`src/rtl/ipf_pkg.sv`:
```
// Shared definitions for the in-loop pixel filter front end: frame geometry,
// LCU size codes, feeder state encoding and the size-to-dimension helper.
package ipf_pkg;

  localparam int IMG_W = 128;

  localparam logic [1:0] LCU16 = 2'd0;
  localparam logic [1:0] LCU32 = 2'd1;
  localparam logic [1:0] LCU64 = 2'd2;

  typedef enum logic [2:0] {
    ST_IDLE,
    ST_ISSUE,
    ST_DRAIN,
    ST_WAIT_HI,
    ST_WAIT_LO,
    ST_DONE
  } feeder_state_t;

  // Code 3 has no LCU of its own; it behaves as the largest size.
  function automatic logic [1:0] clamp_size(input logic [1:0] size);
    return (size == 2'd3) ? LCU64 : size;
  endfunction

  function automatic logic [7:0] lcu_dim(input logic [1:0] size);
    return 8'd16 << clamp_size(size);
  endfunction

endpackage

```
`src/rtl/ipf_lcu_feeder_if.sv`:
```
// Bus between the LCU feeder, the image memory and the pixel filter.
interface ipf_lcu_feeder_if #(
  parameter int IMG_W = ipf_pkg::IMG_W
);
  localparam int AW = 2 * $clog2(IMG_W);

  // Handshake: img_data is sampled on the clock edge that closes a cycle with
  // img_rd high, so din/in_en present that pixel in the following cycle; the
  // filter accepts a pixel on every edge with in_en high, and the feeder only
  // raises in_en after seeing busy rise and fall once per burst.
  logic          img_rd;
  logic [AW-1:0] img_addr;
  logic [7:0]    img_data;
  logic          busy;
  logic          in_en;
  logic [7:0]    din;
  logic [2:0]    lcu_x;
  logic [2:0]    lcu_y;
  logic [1:0]    lcu_size;

  modport master (
    output img_rd, img_addr, in_en, din, lcu_x, lcu_y, lcu_size,
    input  img_data, busy
  );

  modport slave (
    input  img_rd, img_addr, in_en, din, lcu_x, lcu_y, lcu_size,
    output img_data, busy
  );

endinterface

```
`src/rtl/ipf_lcu_feeder.sv`:
```
// Streams a frame from image memory into the pixel filter LCU by LCU, one
// burst at a time, pausing for a full busy high/low cycle after each burst.
module ipf_lcu_feeder #(
  parameter int IMG_W = ipf_pkg::IMG_W
) (
  input  logic                  clk,
  input  logic                  reset,
  input  logic                  start,
  input  logic [1:0]            cfg_lcu_size,
  output logic                  active,
  output logic                  frame_done,
  output ipf_pkg::feeder_state_t fsm_state,
  ipf_lcu_feeder_if.master      bus
);
  import ipf_pkg::*;

  localparam int LW  = $clog2(IMG_W);
  localparam int AW  = 2 * LW;
  localparam int AW1 = AW + 1;

  feeder_state_t state_q, state_d;
  logic [1:0]    size_q;
  logic [2:0]    x_q, y_q;
  logic [6:0]    r_q, c_q;
  logic          in_en_q;
  logic [7:0]    din_q;

  logic [7:0]     n;
  logic [7:0]     n_m1;
  logic [2:0]     lcu_max;
  logic           issue;
  logic           last_issue;
  logic           rows_left;
  logic           lcu_last;
  logic           accept;
  logic           adv_lcu;
  logic [AW1-1:0] row_abs;
  logic [AW1-1:0] col_abs;
  logic [AW1-1:0] addr_full;

  assign n       = lcu_dim(size_q);
  assign n_m1    = n - 8'd1;
  assign lcu_max = 3'((IMG_W >> (4 + int'(size_q))) - 1);
  assign issue   = (state_q == ST_ISSUE);

  // The first burst of an LCU spans rows 0..2, later ones a single row, so a
  // burst ends at the end of any row from row 2 onward.
  assign last_issue = ({1'b0, c_q} == n_m1) && (r_q >= 7'd2);
  assign rows_left  = ({1'b0, r_q} < n);
  assign lcu_last   = (x_q == lcu_max) && (y_q == lcu_max);

  assign row_abs   = AW1'(y_q) * AW1'(n) + AW1'(r_q);
  assign col_abs   = AW1'(x_q) * AW1'(n) + AW1'(c_q);
  assign addr_full = (row_abs << LW) + col_abs;

  always_comb begin
    state_d = state_q;
    accept  = 1'b0;
    adv_lcu = 1'b0;
    case (state_q)
      ST_IDLE: begin
        if (start) begin
          state_d = ST_ISSUE;
          accept  = 1'b1;
        end
      end
      ST_ISSUE: begin
        if (last_issue) state_d = ST_DRAIN;
      end
      ST_DRAIN: state_d = ST_WAIT_HI;
      ST_WAIT_HI: begin
        if (bus.busy) state_d = ST_WAIT_LO;
      end
      ST_WAIT_LO: begin
        if (!bus.busy) begin
          if (rows_left) begin
            state_d = ST_ISSUE;
          end else if (!lcu_last) begin
            state_d = ST_ISSUE;
            adv_lcu = 1'b1;
          end else begin
            state_d = ST_DONE;
          end
        end
      end
      ST_DONE: state_d = ST_IDLE;
      default: state_d = ST_IDLE;
    endcase
  end

  always_ff @(posedge clk or posedge reset) begin
    if (reset) begin
      state_q <= ST_IDLE;
      size_q  <= 2'd0;
      x_q     <= 3'd0;
      y_q     <= 3'd0;
      r_q     <= 7'd0;
      c_q     <= 7'd0;
      in_en_q <= 1'b0;
      din_q   <= 8'd0;
    end else begin
      state_q <= state_d;
      in_en_q <= issue;
      if (issue) din_q <= bus.img_data;

      if (accept) begin
        size_q <= clamp_size(cfg_lcu_size);
        x_q    <= 3'd0;
        y_q    <= 3'd0;
        r_q    <= 7'd0;
        c_q    <= 7'd0;
      end else if (adv_lcu) begin
        r_q <= 7'd0;
        c_q <= 7'd0;
        if (x_q == lcu_max) begin
          x_q <= 3'd0;
          y_q <= y_q + 3'd1;
        end else begin
          x_q <= x_q + 3'd1;
        end
      end else if (issue) begin
        if ({1'b0, c_q} == n_m1) begin
          c_q <= 7'd0;
          r_q <= r_q + 7'd1;
        end else begin
          c_q <= c_q + 7'd1;
        end
      end
    end
  end

  // Address is forced to zero outside ISSUE so the bus is quiet when idle.
  assign bus.img_rd   = issue;
  assign bus.img_addr = issue ? AW'(addr_full) : '0;
  assign bus.in_en    = in_en_q;
  assign bus.din      = din_q;
  assign bus.lcu_x    = x_q;
  assign bus.lcu_y    = y_q;
  assign bus.lcu_size = size_q;

  assign active     = (state_q != ST_IDLE) && (state_q != ST_DONE);
  assign frame_done = (state_q == ST_DONE);
  assign fsm_state  = state_q;

endmodule
```
`src/flat_wrapper.sv`:
```
// flat-port wrapper written by rule: the top's interface ports become plain ports
module ipf_lcu_feeder_flat import ipf_pkg::*;
#(
  parameter int IMG_W = ipf_pkg::IMG_W
)
  (clk, reset, start, cfg_lcu_size, active, frame_done, fsm_state, bus_img_rd, bus_img_addr, bus_in_en, bus_din, bus_lcu_x, bus_lcu_y, bus_lcu_size, bus_img_data, bus_busy);
  ipf_lcu_feeder_if #(.IMG_W(IMG_W)) bus_i ();
  input  logic clk;
  input  logic reset;
  input  logic start;
  input  logic [1:0] cfg_lcu_size;
  output logic active;
  output logic frame_done;
  output ipf_pkg::feeder_state_t fsm_state;
  output wire logic [$bits(bus_i.img_rd)-1:0] bus_img_rd;
  output wire logic [$bits(bus_i.img_addr)-1:0] bus_img_addr;
  output wire logic [$bits(bus_i.in_en)-1:0] bus_in_en;
  output wire logic [$bits(bus_i.din)-1:0] bus_din;
  output wire logic [$bits(bus_i.lcu_x)-1:0] bus_lcu_x;
  output wire logic [$bits(bus_i.lcu_y)-1:0] bus_lcu_y;
  output wire logic [$bits(bus_i.lcu_size)-1:0] bus_lcu_size;
  input wire logic [$bits(bus_i.img_data)-1:0] bus_img_data;
  input wire logic [$bits(bus_i.busy)-1:0] bus_busy;
  assign bus_img_rd = bus_i.img_rd;
  assign bus_img_addr = bus_i.img_addr;
  assign bus_in_en = bus_i.in_en;
  assign bus_din = bus_i.din;
  assign bus_lcu_x = bus_i.lcu_x;
  assign bus_lcu_y = bus_i.lcu_y;
  assign bus_lcu_size = bus_i.lcu_size;
  assign bus_i.img_data = bus_img_data;
  assign bus_i.busy = bus_busy;
  ipf_lcu_feeder #(.IMG_W(IMG_W)) u_core (.clk(clk), .reset(reset), .start(start), .cfg_lcu_size(cfg_lcu_size), .active(active), .frame_done(frame_done), .fsm_state(fsm_state), .bus(bus_i));
endmodule
```
`config.mk`:
```
export PLATFORM = sky130hd
export DESIGN_NAME = ipf_lcu_feeder_flat
export DESIGN_NICKNAME = d
export VERILOG_FILES = /design/src/rtl/ipf_pkg.sv /design/src/rtl/ipf_lcu_feeder_if.sv /design/src/rtl/ipf_lcu_feeder.sv /design/src/flat_wrapper.sv
export SDC_FILE = /design/constraint.sdc
export NUM_CORES = 1
export LEC_CHECK = 0
export CAP_MARGIN = 20
export CORE_MARGIN = 2
export CORE_UTILIZATION = 43
export CTS_CLUSTER_DIAMETER = 40
export CTS_CLUSTER_SIZE = 8
export DETAILED_ROUTE_END_ITERATION = 10
export DONT_BUFFER_PORTS = 1
export GPL_ROUTABILITY_DRIVEN = 0
export MAX_ROUTING_LAYER = met4
export PLACE_DENSITY = 0.69
export SLEW_MARGIN = 10
export SYNTH_ARGS = -nofsm -noshare
export SYNTH_HDL_FRONTEND = slang
export SYNTH_SLANG_ARGS = --single-unit
```
`constraint.sdc`:
```
create_clock -name clk -period 5.2 [get_ports clk]
set_clock_uncertainty 0.1 [all_clocks]
set_input_delay 1.04 -clock clk [delete_from_list [all_inputs] [get_ports clk]]
set_output_delay 1.04 -clock clk [all_outputs]
set_load 0.03 [all_outputs]
```
==> results of run 1 <==
## state kept, by name, indices dropped and copies added, names as in the netlist
| signal | cells |
|---|---|
| u_core.bus.din | 8 |
| u_core.bus.in_en | 1 |
| u_core.bus.lcu_size | 2 |
| u_core.bus.lcu_x | 3 |
| u_core.bus.lcu_y | 3 |
| u_core.c_q | 7 |
| u_core.fsm_state | 3 |
| u_core.r_q | 7 |
## where the power goes
| group | switching, mW | total [mW] | leakage (nW) | internal (mW) |
|---|---|---|---|---|
| combinational | 0.442 | 0.664 | 1.01 | 0.221 |
| sequential | 0.162 | 0.502 | 0.445 | 0.339 |
| clock | 0.0959 | 0.249 | 0.0573 | 0.153 |
| total | 0.701 | 1.42 | 1.51 | 0.714 |
## repair_timing
item	in CTS	in global routing
gates resized for setup	12	7
endpoints found under the hold margin	0	0
pin swaps	22	15
endpoints found under the setup margin	3	4
buffers inserted	6	0
## metrics by stage
| stage | util (%) | instances | power, mW | hold WS [ns] | area, um2 |
|---|---|---|---|---|---|
| after floorplan | - | 305 | 1.010 | 0.4247 | 2768 |
| after global placement | 48.32 | 385 | 1.127 | 0.4574 | 2912 |
| after detailed placement | 48.32 | 385 | 1.142 | 0.4622 | 2912 |
| after CTS | 51.85 | 398 | 1.426 | 0.4780 | 3124 |
| after global routing | 52.08 | 397 | 1.510 | 0.4860 | 3138 |
| final | 52.08 | 397 | 1.415 | 0.4800 | 3138 |
## layout make-up
cell class	instances	area share, %
timing repair buffer	20	4.904
inverter	22	2.632
clock inverter	1	0.9569
tap	75	2.990
sequential	34	27.19
multi-input combinational	239	58.69
clock buffer	6	2.632
## per-layer routing
layer  vias up  part of all wire [%]  wire length [um]  track usage, %
li1       1069                     -                 -               -
met3         9                   3.8               241           3.660
met4         0                   1.2                78           5.425
met1      1054                    45              2848           23.94
met2        48                    50              3147           31.42
met5         -                     0                 0               -
## layout by cell type, fill, tap and decap left out, types with 7 or more instances in the layout
cell type,n
sky130_fd_sc_hd__nand3_1,7
sky130_fd_sc_hd__ha_1,29
sky130_fd_sc_hd__dfrtp_1,32
sky130_fd_sc_hd__xor2_1,10
sky130_fd_sc_hd__buf_4,19
sky130_fd_sc_hd__a21oi_1,8
sky130_fd_sc_hd__nand2_1,37
sky130_fd_sc_hd__nor2_1,29
sky130_fd_sc_hd__and3_1,13
sky130_fd_sc_hd__xnor2_1,17
sky130_fd_sc_hd__inv_1,17
## worst min-delay path by stage
stage | end | slack, ns | cells after the start
final | u_core.c_q[1]$_DFFE_PP0P_ | 0.48 | 1
after global routing | u_core.c_q[1]$_DFFE_PP0P_ | 0.49 | 1
after CTS | u_core.c_q[1]$_DFFE_PP0P_ | 0.48 | 1
after detailed placement | u_core.c_q[1]$_DFFE_PP0P_ | 0.46 | 1
after global placement | u_core.c_q[6]$_DFFE_PP0P_ | 0.46 | 2
after floorplan | u_core.c_q[6]$_DFFE_PP0P_ | 0.42 | 2
## cells by family after synthesis
| family | count (synthesis) |
|---|---|
| AOI/OAI and AO/OA | 44 |
| xor gates and xnor gates | 29 |
| adders and majority gates | 36 |
| buffers and inverters | 32 |
| DFF | 34 |
| muxes | 2 |
| other | 1 |
| and+or+nand+nor | 125 |
==> flow_metrics.env, run 1 <==
export IMPL_cts_tree="done"
export IMPL_total_vias_in_the_final_route=2180
export IMPL_number_of_flops_mapped_to_enable_cells_by_yosys=0
export IMPL_timing_critical_path_arrival_ns=4.06
export IMPL_synth_yosys_warnings=0
export IMPL_crit_path_end_kind="output port"
export IMPL_height_of_the_die_um=83.57
export IMPL_layout_drive_gt1_share_pct=19.57
export IMPL_worst_path_stages=19
export IMPL_cellLeakagePower_nw=1.513
export IMPL_hold_violations=0
export IMPL_portion_of_the_post_synthesis_area_used_by_sequential_elements_pct=31.25
export IMPL_power_density_mw_per_mm2=450.9
export IMPL_synth_ff_latch_count=34
export IMPL_gr_usage_all_layers_pct=19.05
export IMPL_synthXorXnorAreaFrac_pct=9.329
export IMPL_post_synthesis_cell_count=303
export IMPL_post_synth_num_cell_types=54
export IMPL_synthesis_area_mm2=0.002723
export IMPL_synth_compound_area_share_pct=11.95
export IMPL_worst_hold_startpoint="u_core.c_q[1]$_DFFE_PP0P_"
export IMPL_postRouteAntennaNets=0
export IMPL_timing_hold_worst_class="flop to flop"
export IMPL_routedWlPerCell_um=15.91
export IMPL_flow_area_growth_from_synthesis_pct=15.26
export IMPL_status="finished, violations left"
export IMPL_die_x_um=83.57
export IMPL_critical_path_peak_fanout=4
export IMPL_timing_worst_setup_path_type="flop to output port"
export IMPL_htree_levels=2
export IMPL_detailedRoute_firstPassIterationCount=5
export IMPL_required_ns=4.06
export IMPL_post_synth_top_count_cell="sky130_fd_sc_hd__nand2_1"
export IMPL_max_vdd_ir_drop_mv=0.2954
export IMPL_synth_mux_area_fraction_pct=0.7353
export IMPL_grt_start_max_net_pins=35
export IMPL_max_stage_delay_ns=0.51
export IMPL_final_min_period_over_clock_period_pct=100.1
export IMPL_floorplan_initialDensity_pct=45.18
export IMPL_r2r_setup_slack_ns=1.99
export IMPL_core_box_area_mm2=0.006026
export IMPL_synth_largest_area_cell="sky130_fd_sc_hd__dfrtp_1"
export IMPL_preCtsSetupSlack_ns=0.05004
export IMPL_report_final_setup_viol=1
export IMPL_register_area_um2=853.3
export IMPL_path_delay_family="adder cells"
export IMPL_slew_limit_headroom_pct=38.31
export IMPL_synth_avg_cell_area_um2=8.986
export IMPL_cts_sink_count=34
export IMPL_sequence_of_cells_on_the_critical_path="nor2_4 > ha_4 > inv_2 > fa_1 > fa_1 > inv_2 > ha_4 > a21o_1 > a21oi_2 > o21bai_1 > a21oi_1 > xnor2_1 > ha_1 > inv_2 > o21ai_2 > a21oi_2 > xor2_1 > nor2_1 > buf_4"
export IMPL_fillerInstances=572
export IMPL_io_pins=51
export IMPL_cts_root_buf="sky130_fd_sc_hd__clkbuf_8"
export IMPL_antenna_found_initial=0
export IMPL_grt_pass1_vias=2161
export IMPL_rr_endpoint="u_core.r_q[4]$_DFFE_PP0P_"
export IMPL_setup_ws_ns=-0.004634
export IMPL_critPathLaunchType="flop"
export IMPL_worstPathBufferInverterCount=4
export IMPL_cp_startpoint="u_core.bus.lcu_size[0]$_DFFE_PP0P_"
export IMPL_grt_pass1_wl_mm=10.62
export IMPL_worst_pin_slew_ns=0.9184
export IMPL_timing_fmax_mhz=192.1
export IMPL_design_die_area_mm2=0.006984
export IMPL_final_max_slew_violation_count=0
export IMPL_drc=0
export IMPL_max_cap_violations=0
export IMPL_cpMostUsedCell="sky130_fd_sc_hd__inv_2"
export IMPL_critical_path_slowest_cell="sky130_fd_sc_hd__fa_1"
export IMPL_failing_checks="setup timing"
export IMPL_clock_slew_at_reported_path_ffs_ns=0.07
export IMPL_synth_simple_area_share_pct=23.58
export IMPL_drt_iter0_drc=107
export IMPL_grt_overflow_total=0
export IMPL_clk_insertion_delay_late_ns=0.29
export IMPL_totalWireLength_mm=6.315
export IMPL_tns_ns=-0.004634
export IMPL_r2r_cell_count=6
export IMPL_number_of_buffers_created_by_cts=5
export IMPL_placementRows=28
export IMPL_diodes_inserted=0
export IMPL_ys_top_cells_by_count="sky130_fd_sc_hd__nand2_1, sky130_fd_sc_hd__dfrtp_1, sky130_fd_sc_hd__nor2_1"
export IMPL_worst_setup_path_endpoint="bus_img_addr[12]"
export IMPL_minimum_clock_period_after_layout_ns=5.205
export IMPL_critical_path_reg2reg_startpoint="u_core.fsm_state[1]$_DFFE_PP0P_"
export IMPL_synth_fa_ha_area_share_pct=17.92
export IMPL_largest_family_of_logic_cells_by_synthesized_area="simple AND/OR/NAND/NOR gates"
export IMPL_fin_nets=372
export IMPL_multiInputGateArea_mm2=0.001842
export IMPL_route_detailed_vias_per_inst=5.491
export IMPL_grt_setup_unrepaired="true"
export IMPL_dp_final_hpwl_mm=4.540
export IMPL_port_buffer_count=0
export IMPL_synth_async_reset_ratio_pct=100.0
export IMPL_synth_area_top_cells="sky130_fd_sc_hd__dfrtp_1, sky130_fd_sc_hd__ha_1, sky130_fd_sc_hd__xnor2_1"
export IMPL_synth_top_cell_area_share_pct=31.25
export IMPL_cts_buffer_depth=2
export IMPL_postSynth_topFlopCell="sky130_fd_sc_hd__dfrtp_1"
export IMPL_number_of_buffers_added_to_fix_hold_violations_after_cts=0
Note: power is estimated with default switching activity, not from simulation.
==> run 2, diff against run 1 <==
--- a/config.mk
+++ b/config.mk
@@ -6,6 +6,8 @@
 export NUM_CORES = 1
 export LEC_CHECK = 0
 export CAP_MARGIN = 20
+export CELL_PAD_IN_SITES_DETAIL_PLACEMENT = 0
+export CELL_PAD_IN_SITES_GLOBAL_PLACEMENT = 1
 export CORE_MARGIN = 2
 export CORE_UTILIZATION = 43
 export CTS_CLUSTER_DIAMETER = 40
@@ -13,8 +15,9 @@
 export DETAILED_ROUTE_END_ITERATION = 10
 export DONT_BUFFER_PORTS = 1
 export GPL_ROUTABILITY_DRIVEN = 0
+export GPL_TIMING_DRIVEN = 0
 export MAX_ROUTING_LAYER = met4
-export PLACE_DENSITY = 0.69
+export PLACE_DENSITY = 0.84
 export SLEW_MARGIN = 10
 export SYNTH_ARGS = -nofsm -noshare
 export SYNTH_HDL_FRONTEND = slang
==> run 2 against run 1 <==
Compared with the run above:
- global-route usage down 0.82 points
- final area grew 0.72%
- clock power up 24%
- the run still ends with setup timing left
- sequential power is 4.6% higher
- fmax shrank 5.5%
- register-to-register slack improved by 0.48 ns
- highest routed layer unchanged
==> flow_metrics.env, run 2 (synthesis gave the netlist of run 1 again) <==
export IMPL_status="finished, violations left"
export IMPL_failing_checks="setup timing"
export IMPL_clk_insertion_delay_late_ns=0.29
export IMPL_max_ffs_per_register=8
export IMPL_required_ns=4.06
export IMPL_height_of_the_die_um=83.57
export IMPL_netSwitchingPower_mw=0.7233
export IMPL_final_min_period_over_clock_period_pct=105.9
export IMPL_diodes_inserted=0
export IMPL_antenna_found_initial=0
export IMPL_detailedRoute_firstPassIterationCount=4
export IMPL_dp_cells=380
export IMPL_cts_buffer_depth=2
export IMPL_route_detailed_vias_per_inst=5.448
export IMPL_grt_setup_unrepaired="true"
export IMPL_floorplan_initialDensity_pct=45.18
export IMPL_htree_levels=2
export IMPL_drt_iter0_drc=89
export IMPL_power_density_mw_per_mm2=472.8
export IMPL_core_box_area_mm2=0.006026
export IMPL_worstPathBufferInverterCount=4
export IMPL_hold_violations=0
export IMPL_totalWireLength_mm=5.975
export IMPL_postRouteAntennaNets=0
export IMPL_final_max_slew_violation_count=0
export IMPL_design_die_area_mm2=0.006984
export IMPL_crit_path_end_kind="output port"
export IMPL_cts_root_buf="sky130_fd_sc_hd__clkbuf_8"
export IMPL_cts_sink_count=34
export IMPL_multiInputGateArea_mm2=0.001867
export IMPL_total_vias_in_the_final_route=2152
export IMPL_timing_hold_worst_class="flop to flop"
export IMPL_pwr_share_comb_pct=44.2
export IMPL_p_seq_share_pct=35.1
export IMPL_grt_start_max_net_pins=35
export IMPL_critical_path_slowest_cell="sky130_fd_sc_hd__dfrtp_2"
export IMPL_stdcell_count=395
export IMPL_max_cap_violations=0
export IMPL_layout_drive_gt1_share_pct=18.13
export IMPL_timing_worst_setup_path_type="flop to output port"
export IMPL_routedWlPerCell_um=15.13
export IMPL_grt_pass1_wl_mm=10.25
export IMPL_gr_usage_all_layers_pct=18.23
export IMPL_grt_overflow_total=0
export IMPL_flow_area_growth_from_synthesis_pct=16.08
export IMPL_grt_pass1_vias=2132
export IMPL_dp_final_hpwl_mm=4.391
export IMPL_critical_path_peak_fanout=7
export IMPL_clock_slew_at_reported_path_ffs_ns=0.07
export IMPL_mostFrequentLayoutCells="sky130_fd_sc_hd__nand2_1, sky130_fd_sc_hd__dfrtp_1, sky130_fd_sc_hd__ha_1, sky130_fd_sc_hd__nor2_1, sky130_fd_sc_hd__inv_1"
export IMPL_sequence_of_cells_on_the_critical_path="buf_6 > nor2_4 > ha_4 > inv_2 > fa_1 > fa_1 > inv_2 > fa_2 > xor2_1 > ha_2 > inv_2 > fa_2 > nor2b_4 > o21ai_2 > a21oi_2 > o21ai_2 > xnor2_2 > nor2_4"
export IMPL_clkPwrFrac_pct=20.6
export IMPL_critPathLaunchType="flop"
export IMPL_slew_limit_headroom_pct=39.45
export IMPL_die_x_um=83.57
export IMPL_fin_nets=369
export IMPL_minimum_clock_period_after_layout_ns=5.507
export IMPL_power_switching_fraction_pct=48.40
export IMPL_setup_ws_ns=-0.3068
export IMPL_worst_pin_slew_ns=0.9013
export IMPL_placementRows=28
export IMPL_fillerInstances=572
export IMPL_report_final_setup_viol=4
export IMPL_number_of_buffers_created_by_cts=5
export IMPL_power_total_mw=1.494
export IMPL_max_vdd_ir_drop_mv=0.3511
export IMPL_layout_cells_most_common="sky130_fd_sc_hd__nand2_1"
export IMPL_drc=0
export IMPL_intPower_mw=0.7710
export IMPL_max_stage_delay_ns=0.52
export IMPL_register_area_um2=853.3
export IMPL_path_delay_family="adder cells"
export IMPL_cellLeakagePower_nw=1.495
export IMPL_cts_tree="done"
export IMPL_timing_critical_path_arrival_ns=4.37
export IMPL_preCtsSetupSlack_ns=-0.3110
export IMPL_cpMostUsedCell="sky130_fd_sc_hd__inv_2"
export IMPL_port_buffer_count=0
export IMPL_timing_fmax_mhz=181.6
export IMPL_io_pins=51
run 2: changes by cell type in the layout (fill, tap and decap cells not counted), moves of 3 or more:
| cell | delta |
|---|---|
| sky130_fd_sc_hd__buf_4 | -12 |
| sky130_fd_sc_hd__buf_6 | +3 |
| sky130_fd_sc_hd__clkbuf_1 | +5 |
| sky130_fd_sc_hd__nor2_4 | +3 |
| sky130_fd_sc_hd__nor2_1 | -3 |
run 2: worst paths after layout:
| kind | start | depth (start not counted) | slack, ns | end |
|---|---|---|---|---|
| max | u_core.bus.lcu_size[1]$_DFFE_PP0P_ | 18 | -0.31 | bus_img_addr[13] |
| min | u_core.c_q[6]$_DFFE_PP0P_ | 2 | 0.47 | u_core.c_q[6]$_DFFE_PP0P_ |
| max reg2reg | u_core.bus.lcu_size[1]$_DFFE_PP0P_ | 10 | 2.47 | u_core.bus.lcu_x[2]$_DFFE_PP0P_ |
| min reg2reg | u_core.c_q[6]$_DFFE_PP0P_ | 2 | 0.47 | u_core.c_q[6]$_DFFE_PP0P_ |
| max in group asynchronous | reset | 1 | 3.84 | u_core.bus.lcu_size[1]$_DFFE_PP0P_ |
| min in group asynchronous | reset | 1 | 0.65 | u_core.bus.din[6]$_DFFE_PP0P_ |
run 2: worst reg2reg max path, stage by stage (launching register included):
cell                       delay [ns]
sky130_fd_sc_hd__dfrtp_2         0.52
sky130_fd_sc_hd__buf_6           0.18
sky130_fd_sc_hd__nor2_4          0.11
sky130_fd_sc_hd__buf_4           0.17
sky130_fd_sc_hd__inv_1           0.05
sky130_fd_sc_hd__ha_1            0.26
sky130_fd_sc_hd__o211ai_1        0.14
sky130_fd_sc_hd__a211o_1         0.38
sky130_fd_sc_hd__a22oi_2         0.31
sky130_fd_sc_hd__buf_2           0.30
sky130_fd_sc_hd__a22o_1          0.16
run 2: metal layers:
| layer | share of wire (%) | GRT usage [%] | vias up |
|---|---|---|---|
| met1 | 46 | 23.41 | 1029 |
| met4 | 1.4 | 5.279 | 0 |
| met2 | 48 | 29.45 | 47 |
| met3 | 4.9 | 3.462 | 8 |
| met5 | 0 | - | - |
| li1 | - | - | 1068 |
run 2: repair_timing:
action                                 4_1_cts  5_1_grt
gates cloned                                 0        0
endpoints found under the hold margin        0        0
setup buffers                                5        2
pin swaps                                   15       15
resized for setup                           13       10
setup endpoints to repair                    6        6
hold buffers                                 0        0
run 2: power groups by stage:
stage | sequential, mW | combinational (mW) | clock, mW
3_3_place_gp | 0.531 | 0.602 | 0
6_report | 0.525 | 0.661 | 0.309
2_1_floorplan | 0.509 | 0.501 | 0
5_1_grt | 0.536 | 0.739 | 0.325
4_1_cts | 0.527 | 0.648 | 0.313
3_5_place_dp | 0.532 | 0.611 | 0
run 2: area by class of cell:
| type | instances | share of cell area, % |
|---|---|---|
| tap | 75 | 2.969 |
| clock buffer | 6 | 2.613 |
| multi-input combinational | 239 | 59.07 |
| sequential | 34 | 27.00 |
| timing repair buffer | 7 | 1.663 |
| buffer | 10 | 2.177 |
| inverter | 22 | 2.613 |
| clock inverter | 2 | 1.900 |
run 2: per-stage QoR:
step / setup TNS [ns] / utilization [%] / hold slack, ns / area, um2
floorplan: 0 / - / 0.4247 / 2768
global placement: -0.9854 / 47.49 / 0.4593 / 2861
detailed placement: -0.9608 / 47.49 / 0.4624 / 2861
CTS: -1.374 / 51.43 / 0.4760 / 3099
global route: -2.067 / 52.45 / 0.5080 / 3161
finish: -1.053 / 52.45 / 0.4725 / 3161
==> run 3, diff against run 2 <==
==> constraint.sdc (replaced) <==
create_clock -name clk -period 5.2 [get_ports clk]
set_clock_uncertainty 0.1 [all_clocks]
set_input_delay 1.04 -clock clk [delete_from_list [all_inputs] [get_ports clk]]
set_output_delay 1.04 -clock clk [all_outputs]
set_load 0.1 [all_outputs]
==> run 3 against run 2 <==
Compared with the run above:
- the flow still finishes with violations (setup timing)
- wire length is 3.0% higher
- fmax shrank 8.4%
- final cell count increased by 1.8%
- setup slack lost 0.51 ns
- final area is 2.5% higher
- largest power group unchanged
- highest routed layer unchanged
==> flow_metrics.env, run 3 (synthesis gave the netlist of run 1 again) <==
export IMPL_die_x_um=83.57
export IMPL_number_of_buffers_created_by_cts=5
export IMPL_mostFrequentLayoutCells="sky130_fd_sc_hd__nand2_1, sky130_fd_sc_hd__dfrtp_1, sky130_fd_sc_hd__ha_1, sky130_fd_sc_hd__nor2_1, sky130_fd_sc_hd__xnor2_1"
export IMPL_cts_root_buf="sky130_fd_sc_hd__clkbuf_8"
export IMPL_clk_insertion_delay_late_ns=0.29
export IMPL_max_vdd_ir_drop_mv=0.4986
export IMPL_setup_ws_ns=-0.8124
export IMPL_port_buffer_count=0
export IMPL_register_area_um2=862.1
export IMPL_status="finished, violations left"
export IMPL_final_max_slew_violation_count=0
export IMPL_stdcell_count=402
export IMPL_globalRouteMet2Util_pct=31.49
export IMPL_grt_pass1_vias=2233
export IMPL_critPathLaunchType="flop"
export IMPL_global_route_usage_met3_pct=2.868
export IMPL_grt_pass1_wl_mm=10.38
export IMPL_routedWlPerCell_um=15.31
export IMPL_failing_checks="setup timing"
export IMPL_hold_violations=0
export IMPL_gr_usage_all_layers_pct=18.67
export IMPL_total_vias_in_the_final_route=2223
export IMPL_cellLeakagePower_nw=1.507
export IMPL_timing_critical_path_arrival_ns=4.87
export IMPL_placementRows=28
export IMPL_design_die_area_mm2=0.006984
export IMPL_timing_worst_setup_path_type="flop to output port"
export IMPL_core_box_area_mm2=0.006026
export IMPL_max_ffs_per_register=8
export IMPL_grt_start_max_net_pins=35
export IMPL_route_detailed_vias_per_inst=5.530
export IMPL_critical_path_peak_fanout=7
export IMPL_power_total_mw=1.925
export IMPL_clock_slew_at_reported_path_ffs_ns=0.07
export IMPL_slew_limit_headroom_pct=25.36
export IMPL_cts_buffer_depth=2
export IMPL_cts_tree="done"
export IMPL_worst_pin_slew_ns=1.120
export IMPL_max_cap_violations=0
export IMPL_power_density_mw_per_mm2=594.1
export IMPL_most_used_routing_layer_in_global_routing="met2"
export IMPL_fillerInstances=579
export IMPL_grt_setup_unrepaired="true"
export IMPL_final_min_period_over_clock_period_pct=115.6
export IMPL_multiInputGateArea_mm2=0.001918
export IMPL_postRouteAntennaNets=0
export IMPL_global_route_usage_met1_pct=23.43
export IMPL_fin_nets=376
export IMPL_htree_levels=2
export IMPL_detailedRoute_firstPassIterationCount=4
export IMPL_required_ns=4.06
export IMPL_drt_iter0_drc=72
export IMPL_dp_cells=381
export IMPL_timing_fmax_mhz=166.3
export IMPL_layout_cells_most_common="sky130_fd_sc_hd__nand2_1"
export IMPL_totalWireLength_mm=6.156
export IMPL_grt_overflow_total=0
export IMPL_layout_drive_gt1_share_pct=22.32
export IMPL_height_of_the_die_um=83.57
export IMPL_crit_path_end_kind="output port"
export IMPL_dp_final_hpwl_mm=4.590
export IMPL_number_of_buffers_added_to_fix_hold_violations_after_cts=0
export IMPL_minimum_clock_period_after_layout_ns=6.012
export IMPL_final_core_utilization_pct=53.78
export IMPL_drc=0
export IMPL_diodes_inserted=0
export IMPL_cts_sink_count=34
export IMPL_io_pins=51
export IMPL_antenna_found_initial=0
export IMPL_floorplan_initialDensity_pct=45.18
export IMPL_timing_hold_worst_class="flop to flop"
export IMPL_flow_area_growth_from_synthesis_pct=19.03
export IMPL_report_final_setup_viol=6
[run 3: changes by cell type in the layout (fill, tap and decap cells not counted), sizes merged]
cell	previous run	this run
clkinv	1	2
buf	12	19
bufinv	2	0
clkinvlp	0	1
[run 3: cell type report]
| class | instances | share of cell area [%] |
|---|---|---|
| Clock inverter | 2 | 0.3861 |
| Multi-Input combinational cell | 239 | 59.19 |
| Timing Repair Buffer | 14 | 3.707 |
| Buffer | 10 | 2.124 |
| Clock buffer | 6 | 2.548 |
| Tap cell | 75 | 2.896 |
| Sequential cell | 34 | 26.60 |
| Inverter | 22 | 2.548 |
[run 3: path summary, 6_finish.rpt]
path	startpoint	endpoint	slack [ns]	cells after the start
max reg2reg	u_core.fsm_state[1]$_DFFE_PP0P_	u_core.c_q[2]$_DFFE_PP0P_	1.51	7
min in group asynchronous	reset	u_core.bus.din[0]$_DFFE_PP0P_	0.65	1
max	u_core.bus.lcu_size[1]$_DFFE_PP0P_	bus_img_addr[11]	-0.81	18
max in group asynchronous	reset	u_core.bus.lcu_size[1]$_DFFE_PP0P_	3.81	1
min reg2reg	u_core.c_q[1]$_DFFE_PP0P_	u_core.c_q[1]$_DFFE_PP0P_	0.49	1
min	u_core.c_q[1]$_DFFE_PP0P_	u_core.c_q[1]$_DFFE_PP0P_	0.49	1
[run 3: timing repair]
action	4_1_cts	5_1_grt
gates resized for setup	5	10
endpoints found under the setup margin	7	6
buffers inserted	8	6
pin swaps	15	8
[run 3: metal layers]
| layer | vias to the layer above | part of all wire (%) |
|---|---|---|
| li1 | 1088 | - |
| met1 | 1082 | 45 |
| met2 | 44 | 50 |
| met3 | 9 | 4.0 |
| met4 | 0 | 1.3 |
| met5 | - | 0 |
[run 3: where the power goes]
part           switching (mW)  total [mW]  internal, mW
Combinational           0.646       0.893         0.247
Clock                   0.104       0.211         0.107
Sequential              0.486       0.821         0.335
[run 3: metrics by stage]
step	area [um2]	worst slack, ns	hold slack, ns	setup TNS, ns
6_report	3241	-0.8124	0.4891	-3.754
5_1_grt	3241	-0.9840	0.5316	-4.776
4_1_cts	3143	-0.8583	0.4922	-3.802
3_5_place_dp	2968	-0.7031	0.4754	-2.471
3_3_place_gp	2948	-0.7033	0.4532	-2.498
2_1_floorplan	2854	-0.4083	0.4247	-1.132
[run 3: critical path, stage by stage (launching register included)]
cell and delay [ns]:
sky130_fd_sc_hd__dfrtp_4 0.64, sky130_fd_sc_hd__buf_6 0.20, sky130_fd_sc_hd__nor2_4 0.13, sky130_fd_sc_hd__ha_4 0.14, sky130_fd_sc_hd__inv_2 0.03, sky130_fd_sc_hd__fa_1 0.46
sky130_fd_sc_hd__fa_1 0.51, sky130_fd_sc_hd__inv_2 0.06, sky130_fd_sc_hd__fa_2 0.37, sky130_fd_sc_hd__a21oi_2 0.16, sky130_fd_sc_hd__nor2_1 0.06, sky130_fd_sc_hd__nor2_2 0.14
sky130_fd_sc_hd__xnor2_1 0.14, sky130_fd_sc_hd__ha_1 0.27, sky130_fd_sc_hd__nor2b_4 0.14, sky130_fd_sc_hd__o21ai_2 0.16, sky130_fd_sc_hd__a21oi_2 0.08, sky130_fd_sc_hd__buf_4 0.14
sky130_fd_sc_hd__nor3_4 0.74
